## src/rtl/mole_pkg.sv

```systemverilog
// mole_pkg: shared state encoding, default geometry and hole helpers for the mole scheduler
package mole_pkg;
    localparam int          HOLES       = 9;
    localparam logic [11:0] X0_DEF      = 12'd64;
    localparam logic [11:0] Y0_DEF      = 12'd16;
    localparam logic [11:0] X_PITCH_DEF = 12'd192;
    localparam logic [11:0] Y_PITCH_DEF = 12'd160;
    localparam logic [11:0] PARK_X_DEF  = 12'd2000;
    localparam logic [15:0] LFSR_TAPS   = 16'hB400;
    localparam logic [2:0] S_IDLE = 3'd0;
    localparam logic [2:0] S_GAP  = 3'd1;
    localparam logic [2:0] S_UP   = 3'd2;
    localparam logic [2:0] S_HIT  = 3'd3;
    localparam logic [2:0] S_DONE = 3'd4;
    typedef struct packed {
        logic [11:0] x;
        logic [11:0] y;
    } xy_t;
    function automatic xy_t hole_xy(input logic [3:0] hole, input logic [11:0] x0, y0, xp, yp);
        xy_t r;
        r.x = x0 + 12'(hole % 4'd3) * xp;
        r.y = y0 + 12'(hole / 4'd3) * yp;
        return r;
    endfunction
    function automatic logic [3:0] pick_hole(input logic [15:0] lfsr, input logic [3:0] prev);
        logic [3:0] h;
        h = (lfsr[3:0] >= 4'(HOLES)) ? lfsr[3:0] - 4'(HOLES) : lfsr[3:0];
        return (h != prev) ? h : (h == 4'(HOLES - 1)) ? 4'd0 : h + 4'd1;
    endfunction
endpackage

```

## src/rtl/mole_lfsr.sv

```systemverilog
// mole_lfsr: free-running 16-bit Galois LFSR, steps every clock
module mole_lfsr
    import mole_pkg::*;
#(
    parameter logic [15:0] SEED = 16'hACE1
) (
    input  logic        clk,
    input  logic        rst_n,
    output logic [15:0] q
);
    always_ff @(posedge clk or negedge rst_n) begin
        if (!rst_n) q <= SEED;
        else        q <= (q >> 1) ^ (q[0] ? LFSR_TAPS : 16'h0);
    end
endmodule

```

## src/rtl/mole_scheduler.sv

```systemverilog
// mole_scheduler: whack-a-mole round sequencer with frame-aligned sprite placement and scoring
module mole_scheduler
    import mole_pkg::*;
#(
    parameter logic [11:0] X0         = X0_DEF,
    parameter logic [11:0] Y0         = Y0_DEF,
    parameter logic [11:0] X_PITCH    = X_PITCH_DEF,
    parameter logic [11:0] Y_PITCH    = Y_PITCH_DEF,
    parameter logic [11:0] PARK_X     = PARK_X_DEF,
    parameter int          GAP_FRAMES = 30,
    parameter int          UP_FRAMES  = 60,
    parameter int          HIT_FRAMES = 15,
    parameter int          ROUNDS     = 20,
    parameter logic [15:0] LFSR_SEED  = 16'hACE1
) (
    input  logic        clk,
    input  logic        rst_n,
    input  logic        start,
    input  logic        frame_tick,
    input  logic [8:0]  hit_key,
    output logic [11:0] x_offset,
    output logic [11:0] y_offset,
    output logic        mole_visible,
    output logic        hit_flag,
    output logic [7:0]  score,
    output logic [4:0]  round_cnt,
    output logic        hit_pulse,
    output logic        miss_pulse,
    output logic        busy,
    output logic        done
);
    logic [2:0]  state, nxt;
    logic [15:0] frame_cnt, lfsr;
    logic [3:0]  hole;
    logic        key_hit, gap_end, up_end, hit_end, show;
    xy_t         tgt;

    mole_lfsr #(.SEED(LFSR_SEED)) u_lfsr (.clk(clk), .rst_n(rst_n), .q(lfsr));

    assign key_hit = hit_key[hole];
    assign gap_end = frame_tick && frame_cnt == 16'(GAP_FRAMES - 1);
    assign up_end  = frame_tick && frame_cnt == 16'(UP_FRAMES - 1);
    assign hit_end = frame_tick && frame_cnt == 16'(HIT_FRAMES - 1);
    assign show    = state == S_UP || state == S_HIT;
    assign tgt     = hole_xy(hole, X0, Y0, X_PITCH, Y_PITCH);
    assign busy    = state == S_GAP || show;
    assign done    = state == S_DONE;

    // a correct key beats a coinciding timeout tick
    always_comb begin
        nxt = S_IDLE;
        case (state)
            S_IDLE, S_DONE: nxt = start ? S_GAP : state;
            S_GAP:          nxt = gap_end ? S_UP : S_GAP;
            S_UP:           nxt = key_hit ? S_HIT : !up_end ? S_UP :
                                  (round_cnt == 5'(ROUNDS - 1)) ? S_DONE : S_GAP;
            S_HIT:          nxt = !hit_end ? S_HIT : (round_cnt == 5'(ROUNDS)) ? S_DONE : S_GAP;
            default:        nxt = S_IDLE;
        endcase
    end

    always_ff @(posedge clk or negedge rst_n) begin
        if (!rst_n) begin
            state        <= S_IDLE;
            frame_cnt    <= 16'd0;
            hole         <= 4'd0;
            score        <= 8'd0;
            round_cnt    <= 5'd0;
            hit_pulse    <= 1'b0;
            miss_pulse   <= 1'b0;
            x_offset     <= PARK_X;
            y_offset     <= 12'd0;
            mole_visible <= 1'b0;
            hit_flag     <= 1'b0;
        end else begin
            state      <= nxt;
            frame_cnt  <= (nxt != state) ? 16'd0 : frame_cnt + {15'd0, frame_tick};
            hit_pulse  <= state == S_UP && key_hit;
            miss_pulse <= state == S_UP && !key_hit && up_end;
            if (state == S_GAP && nxt == S_UP) hole <= pick_hole(lfsr, hole);
            if (state == S_UP && nxt != S_UP) round_cnt <= round_cnt + 5'd1;
            if (state == S_UP && key_hit && score != 8'hFF) score <= score + 8'd1;
            if (state == S_DONE && start) begin
                score     <= 8'd0;
                round_cnt <= 5'd0;
            end
            if (frame_tick) begin
                x_offset     <= show ? tgt.x : PARK_X;
                y_offset     <= show ? tgt.y : 12'd0;
                mole_visible <= show;
                hit_flag     <= state == S_HIT;
            end
        end
    end
endmodule

```

## config.mk

```make
export PLATFORM = sky130hd
export DESIGN_NAME = mole_scheduler
export DESIGN_NICKNAME = d
export VERILOG_FILES = /design/src/rtl/mole_pkg.sv /design/src/rtl/mole_lfsr.sv /design/src/rtl/mole_scheduler.sv
export SDC_FILE = /design/constraint.sdc
export NUM_CORES = 1
export LEC_CHECK = 0
export BUFFER_PORTS_ARGS = -buffer_cell sky130_fd_sc_hd__buf_2
export CAP_MARGIN = 10
export CELL_PAD_IN_SITES_DETAIL_PLACEMENT = 1
export CELL_PAD_IN_SITES_GLOBAL_PLACEMENT = 1
export CORE_MARGIN = 5
export CORE_UTILIZATION = 25
export DETAILED_ROUTE_END_ITERATION = 8
export PLACE_DENSITY = 0.53
export SYNTH_ARGS = -nofsm -noshare
export SYNTH_HDL_FRONTEND = slang
export SYNTH_HIERARCHICAL = 1
export SYNTH_SLANG_ARGS = --single-unit
```

## constraint.sdc

```tcl
create_clock -name clk -period 12.2 [get_ports clk]
set_clock_uncertainty 0.1 [all_clocks]
set_input_delay 1.22 -clock clk [delete_from_list [all_inputs] [get_ports clk]]
set_output_delay 1.22 -clock clk [all_outputs]
set_load 0.02 [all_outputs]
```

==> results of run 1 <==
==> registers in the layout, indices dropped and copies added, names as in the netlist <==
name and count:
x_offset 7, u_lfsr/q 16, frame_cnt 16, hit_pulse 1, miss_pulse 1, round_cnt 5, state 3, y_offset 7
hit_flag 1, hole 4, score 8
==> layout make-up <==
cell class	count	area, um2	area share [%]
Sequential cell	69	1740	36.1
Clock inverter	5	83.8	1.73
Tap cell	220	275	5.70
Clock buffer	11	233	4.82
Timing Repair Buffer	46	233	4.82
Inverter	31	121	2.51
Multi-Input combinational cell	300	2140	44.3
==> report_power, final <==
part	switching (W)	internal [W]
sequential	0.0000125	0.000237
clock	0.000102	0.000180
combinational	0.0000255	0.0000164
==> synth_stat cells (all sizes together) (6+ instances only) <==
cell     n
a21oi   12
and3     7
buf     19
clkbuf   6
dfrtp   55
dfstp   14
ha      21
inv     31
mux2i    9
nand2   23
nand2b   7
nand3   22
nor2    42
nor2b    7
nor3    11
o21ai   15
xnor2   21
xor2    19
==> through the flow <==
stage	instances	util (%)	area, um2	setup slack [ns]
floorplan	425	-	4200	7.75
global route	682	29.3	4830	6.97
detailed placement	666	27.4	4520	7.40
global placement	666	27.4	4520	7.56
CTS	682	29.3	4830	7.39
finish	682	29.3	4830	7.46
==> routing by layer <==
metal | vias up | wire length [um] | global-route usage, %
met5 | - | 0 | 0
met4 | 0 | 132 | 3.24
met3 | 10 | 325 | 2.86
met2 | 39 | 4520 | 17.1
met1 | 1481 | 4200 | 12.6
li1 | 1489 | - | -
==> logic make-up after synthesis <==
kind of cell,synth area share [%]
flops,41.8
compound gates,12.0
xor+xnor,8.85
other cells,0.0899
buf+inv,7.59
fa+ha+maj,6.78
simple gates,20.0
mux,2.79
==> worst max-delay path: cells and delay by family, from the launching register on <==
| family | cells | cell delay, ns |
|---|---|---|
| adders and majority gates | 4 | 1.01 |
| AOI/OAI and AO/OA | 6 | 1.00 |
| and+or+nand+nor | 3 | 0.69 |
| xor gates and xnor gates | 4 | 0.61 |
| DFF | 1 | 0.58 |
| muxes | 1 | 0.34 |
| buffers and inverters | 3 | 0.26 |
==> worst paths after layout <==
path,slack [ns],endpoint
min reg2reg,0.25,u_lfsr/q[8]
max reg2reg,7.46,x_offset[11]
min,0.25,u_lfsr/q[8]
max in group asynchronous,10.41,frame_cnt[8]
max,7.46,x_offset[11]
min in group asynchronous,1.00,frame_cnt[1]
==> results.cfg, run 1 <==
[status]
status = finished, final reports clean

[critical_path]
crit_slowest_cell = dfrtp_1
path_class = flip-flop to flip-flop
path_max_fanout = 13
max_stage_delay_ns = 0.58
r2r_cells = 21
crit_top_cell = xnor2_1
critical_path_required_ns = 12.31
r2r-start = hole[3]
path_cells = ha_1 > nand2b_2 > a21oi_1 > and2_4 > xnor2_1 > ha_1 > or2_2 > a311oi_1 > a21o_4 > mux2i_1 > inv_1 > ha_1 > inv_1 > fa_1 > inv_1 > a21o_1 > a21oi_1 > xnor2_1 > xnor2_1 > xnor2_1 > o22ai_2
crit_path_start_kind = flip-flop
crit_start = hole[3]
crit_arrival_ns = 4.85
critical_path.endpoint_type = flip-flop

[worst_hold_path]
hold_start = u_lfsr/q[9]
whs_path_depth = 0
hold_path_class = flip-flop to flip-flop

[synth]
synth_edf_count = 0
ys.flop_type = dfrtp_1
yosys-top-cells-area = dfrtp_1 (33%), dfstp_2 (8.8%), ha_1 (6.3%), xnor2_1 (4.4%), nor2_1 (3.8%)
synthCells = 416
post-synth-top-area-cell = dfrtp_1
syn_area_per_cell_um2 = 10.0
synth_warnings = 6
synth_top_area_share_pct = 33.0
synth_cell_types = 73
ys_ff_latch = 69
syn-cell-area_mm2 = 0.00417
async_flop_share_pct = 100
synth-seq-area-share_pct = 41.8

[sta]
slew_headroom_pct = 39.5
tightest_slew_ns = 0.907
fin_crit_ns = 4.74
holdWs_ns = 0.253
finalHoldViolCount = 0
fmax_mhz = 211
setup_viol = 0
slew_violations = 0
period_share_pct = 38.8
finalSetupTns_ns = 0
rsz0062_at_grt = no

[die]
coreArea_mm2 = 0.0165
rows = 47
initial_utilization_pct = 25.3
die_y_um = 139
die-width_um = 139
pin_count = 56
dieArea_mm2 = 0.0194

[clock_tree]
clock_sinks = 69
post_cts_buffers = 0
cts_buffer_depth = 2
cts_hold_buffers = 0
cts-root-buf = clkbuf_16
worstSkewPairLatency_ns = 0.34
cts_htree_levels = 3
path_clk_slew_ns = 0.06
numCtsBuffers = 9
cts_resized = 0
cts_tree = yes

[run]
max_cap_violations = 0

[global_routing]
grt_pass1_wl_mm = 16.2
grt_max_degree = 70
track_usage_pct = 10.1
grt_pass1_vias = 3239
antenna_found_initial = 0
overflow = 0

[finish]
layout_commonest_cell = dfrtp_1
layout-drive-gt1-share_pct = 22.1
fillers = 1895
final_nets = 492
layout_common_cells = dfrtp_1 (55), buf_2 (45), nor2_1 (42)
diodes = 0
syn_to_final_growth_pct = 15.9

[placed_design]
place_congestion = 0.752
port_buffers = 45
dp_hpwl_mm = 6.75

[routing]
post-route-drc-count = 0
wl_mm = 9.18
dr.pass1.iters = 4
drt_iter0_drc = 134
via_per_inst = 4.43
ant_nets = 0
dr_total_vias = 3019
wire_per_inst_um = 13.5

[power_and_ir_drop]
power_density_mw_per_mm2 = 119
power_w = 0.000573
total_leakage_power_nw = 2.29
irDropWorstVdd_mv = 0.0806
Power figures use the tool's default switching activity.
==> inputs of run 2 (changes only) <==
PLACE_DENSITY = 0.54   (was 0.53)
clock period = 4.01 ns   (was 12.2 ns; I/O delays follow)
==> results.cfg, run 2 (synthesis results as in run 1) <==
[status]
status = finished, final reports clean

[critical_path]
crit_top_cell = xnor2_1
r2r-start = hole[3]
critical_path.endpoint_type = flip-flop
crit_arrival_ns = 4.01
path_cells = ha_1 > nand2b_4 > a21oi_2 > and2_4 > xnor2_4 > ha_2 > or2_4 > a311oi_2 > a21o_4 > mux2i_4 > inv_2 > ha_4 > inv_4 > fa_2 > inv_2 > a21o_1 > a21oi_2 > xnor2_1 > xnor2_1 > xnor2_1 > o22ai_2
crit_path_start_kind = flip-flop
path_class = flip-flop to flip-flop
rrSetupSlack_ns = 0.09
path_max_fanout = 4
rr_endpoint = x_offset[11]
crit_slowest_cell = dfrtp_1
critical_path_required_ns = 4.11
max_stage_delay_ns = 0.41
r2r_cells = 21

[die]
rows = 47
die_y_um = 139
die-width_um = 139
pin_count = 56
initial_utilization_pct = 25.3
coreArea_mm2 = 0.0165
dieArea_mm2 = 0.0194

[power_and_ir_drop]
total_leakage_power_nw = 2.38
power_density_mw_per_mm2 = 355
power_frac_comb_pct = 7.3
pwr-share-clk_pct = 51.0
p_int_w = 0.00138
seq_power_share_pct = 41.7
irDropWorstVdd_mv = 0.207
p_sw_w = 0.000429
swShare_pct = 23.7

[finish]
syn_to_final_growth_pct = 22.3
layout_common_cells = dfrtp_1 (53), buf_2 (45), nor2_1 (42)
layout-drive-gt1-share_pct = 29.0
diodes = 0
reg.largest.list = frame_cnt x16, u_lfsr/q x16, score x8
final_nets = 510
layout_commonest_cell = dfrtp_1

[clock_tree]
cts_htree_levels = 3
cts-root-buf = clkbuf_16
cts_tree = yes
numCtsBuffers = 9
path_clk_slew_ns = 0.07
cts_buffer_depth = 2
clock_sinks = 69
worstSkewPairLatency_ns = 0.33

[worst_hold_path]
hold_path_class = primary input to asynchronous set/reset pin

[routing]
via_per_inst = 4.42
dr.pass1.iters = 4
drt_iter0_drc = 104
wire_per_inst_um = 13.6
ant_nets = 0
post-route-drc-count = 0
dr_total_vias = 3095
wl_mm = 9.52

[sta]
fmax_mhz = 255
rsz0062_at_grt = yes
period_share_pct = 97.7
setup_viol = 0
fin_crit_ns = 3.92
setup_ws_ns = 0.0929
finalSetupTns_ns = 0
slew_violations = 0
slew_headroom_pct = 45.5
tightest_slew_ns = 0.817
finalHoldViolCount = 0

[placed_design]
dp_hpwl_mm = 7.15
dp_slack_ns = -0.0381
place_congestion = 0.740
port_buffers = 45

[global_routing]
grt_pass1_wl_mm = 16.2
track_usage_pct = 10.1
antenna_found_initial = 0
grt_pass1_vias = 3207
grt_max_degree = 39
overflow = 0

[run]
max_cap_violations = 0
-- run 2: power by group through the flow --
stage | sequential [W] | clock, W | combinational (W)
global placement | 0.000768 | 0 | 0.000130
floorplan | 0.000753 | 0 | 0.000107
global route | 0.000760 | 0.000984 | 0.000148
finish | 0.000755 | 0.000924 | 0.000132
CTS | 0.000756 | 0.000953 | 0.000135
detailed placement | 0.000768 | 0 | 0.000134
-- run 2: layout make-up --
class                   instances  area [um2]
multi-input cells             300        2240
well taps                     220         275
flip-flops and latches         69        1750
clock buffers                   9         225
inverters                      31         124
clock inverters                 7         123
fillers                      1893       11400
repair buffers                 64         368
-- run 2: what timing repair did --
item | 4_1_cts | 5_1_grt
resized for setup | 3 | 5
pin swaps | 0 | 7
hold buffers | 0 | 0
cloned | 0 | 0
endpoints found under the setup margin | 1 | 2
buffers inserted | 1 | 4
-- run 2: worst max path at each step --
stage	slack [ns]	startpoint	cells past startpoint	endpoint
2_1_floorplan	-0.15	hole[2]	24	x_offset[11]
3_3_place_gp	0.1	hole[3]	22	x_offset[11]
3_5_place_dp	-0.04	hole[3]	22	x_offset[11]
4_1_cts	0.002	hole[2]	21	x_offset[11]
5_1_grt	-0.12	hole[3]	21	x_offset[11]
6_report	0.09	hole[3]	21	x_offset[11]
-- run 2: per-layer routing --
layer  up-vias  wire length [um]  track usage, %
met4         0               100            2.47
li1       1520                 -               -
met2        40              4750            17.5
met3         7               336            2.90
met1      1528              4330            12.5
met5         -                 0               0
-- run 2: critical path: cells and delay by family (launching register included) --
| family | cells | cell delay [ns] |
|---|---|---|
| DFF | 1 | 0.41 |
| adders and majority gates | 4 | 0.90 |
| muxes | 1 | 0.24 |
| buffers and inverters | 3 | 0.16 |
| AOI/OAI and AO/OA | 6 | 0.86 |
| xor gates and xnor gates | 4 | 0.55 |
| and+or+nand+nor | 3 | 0.56 |
-- run 2: stage by stage --
step / power [W] / hold WS [ns] / cell area [um2] / cells / util [%]
floorplan: 0.000860 / 0.00541 / 4280 / 425 / -
global placement: 0.000898 / 0.239 / 4690 / 679 / 28.5
detailed placement: 0.000901 / 0.246 / 4690 / 679 / 28.5
CTS: 0.00184 / 0.0783 / 5060 / 696 / 30.7
global route: 0.00189 / 0.117 / 5100 / 700 / 31.0
finish: 0.00181 / 0.0544 / 5100 / 700 / 31.0
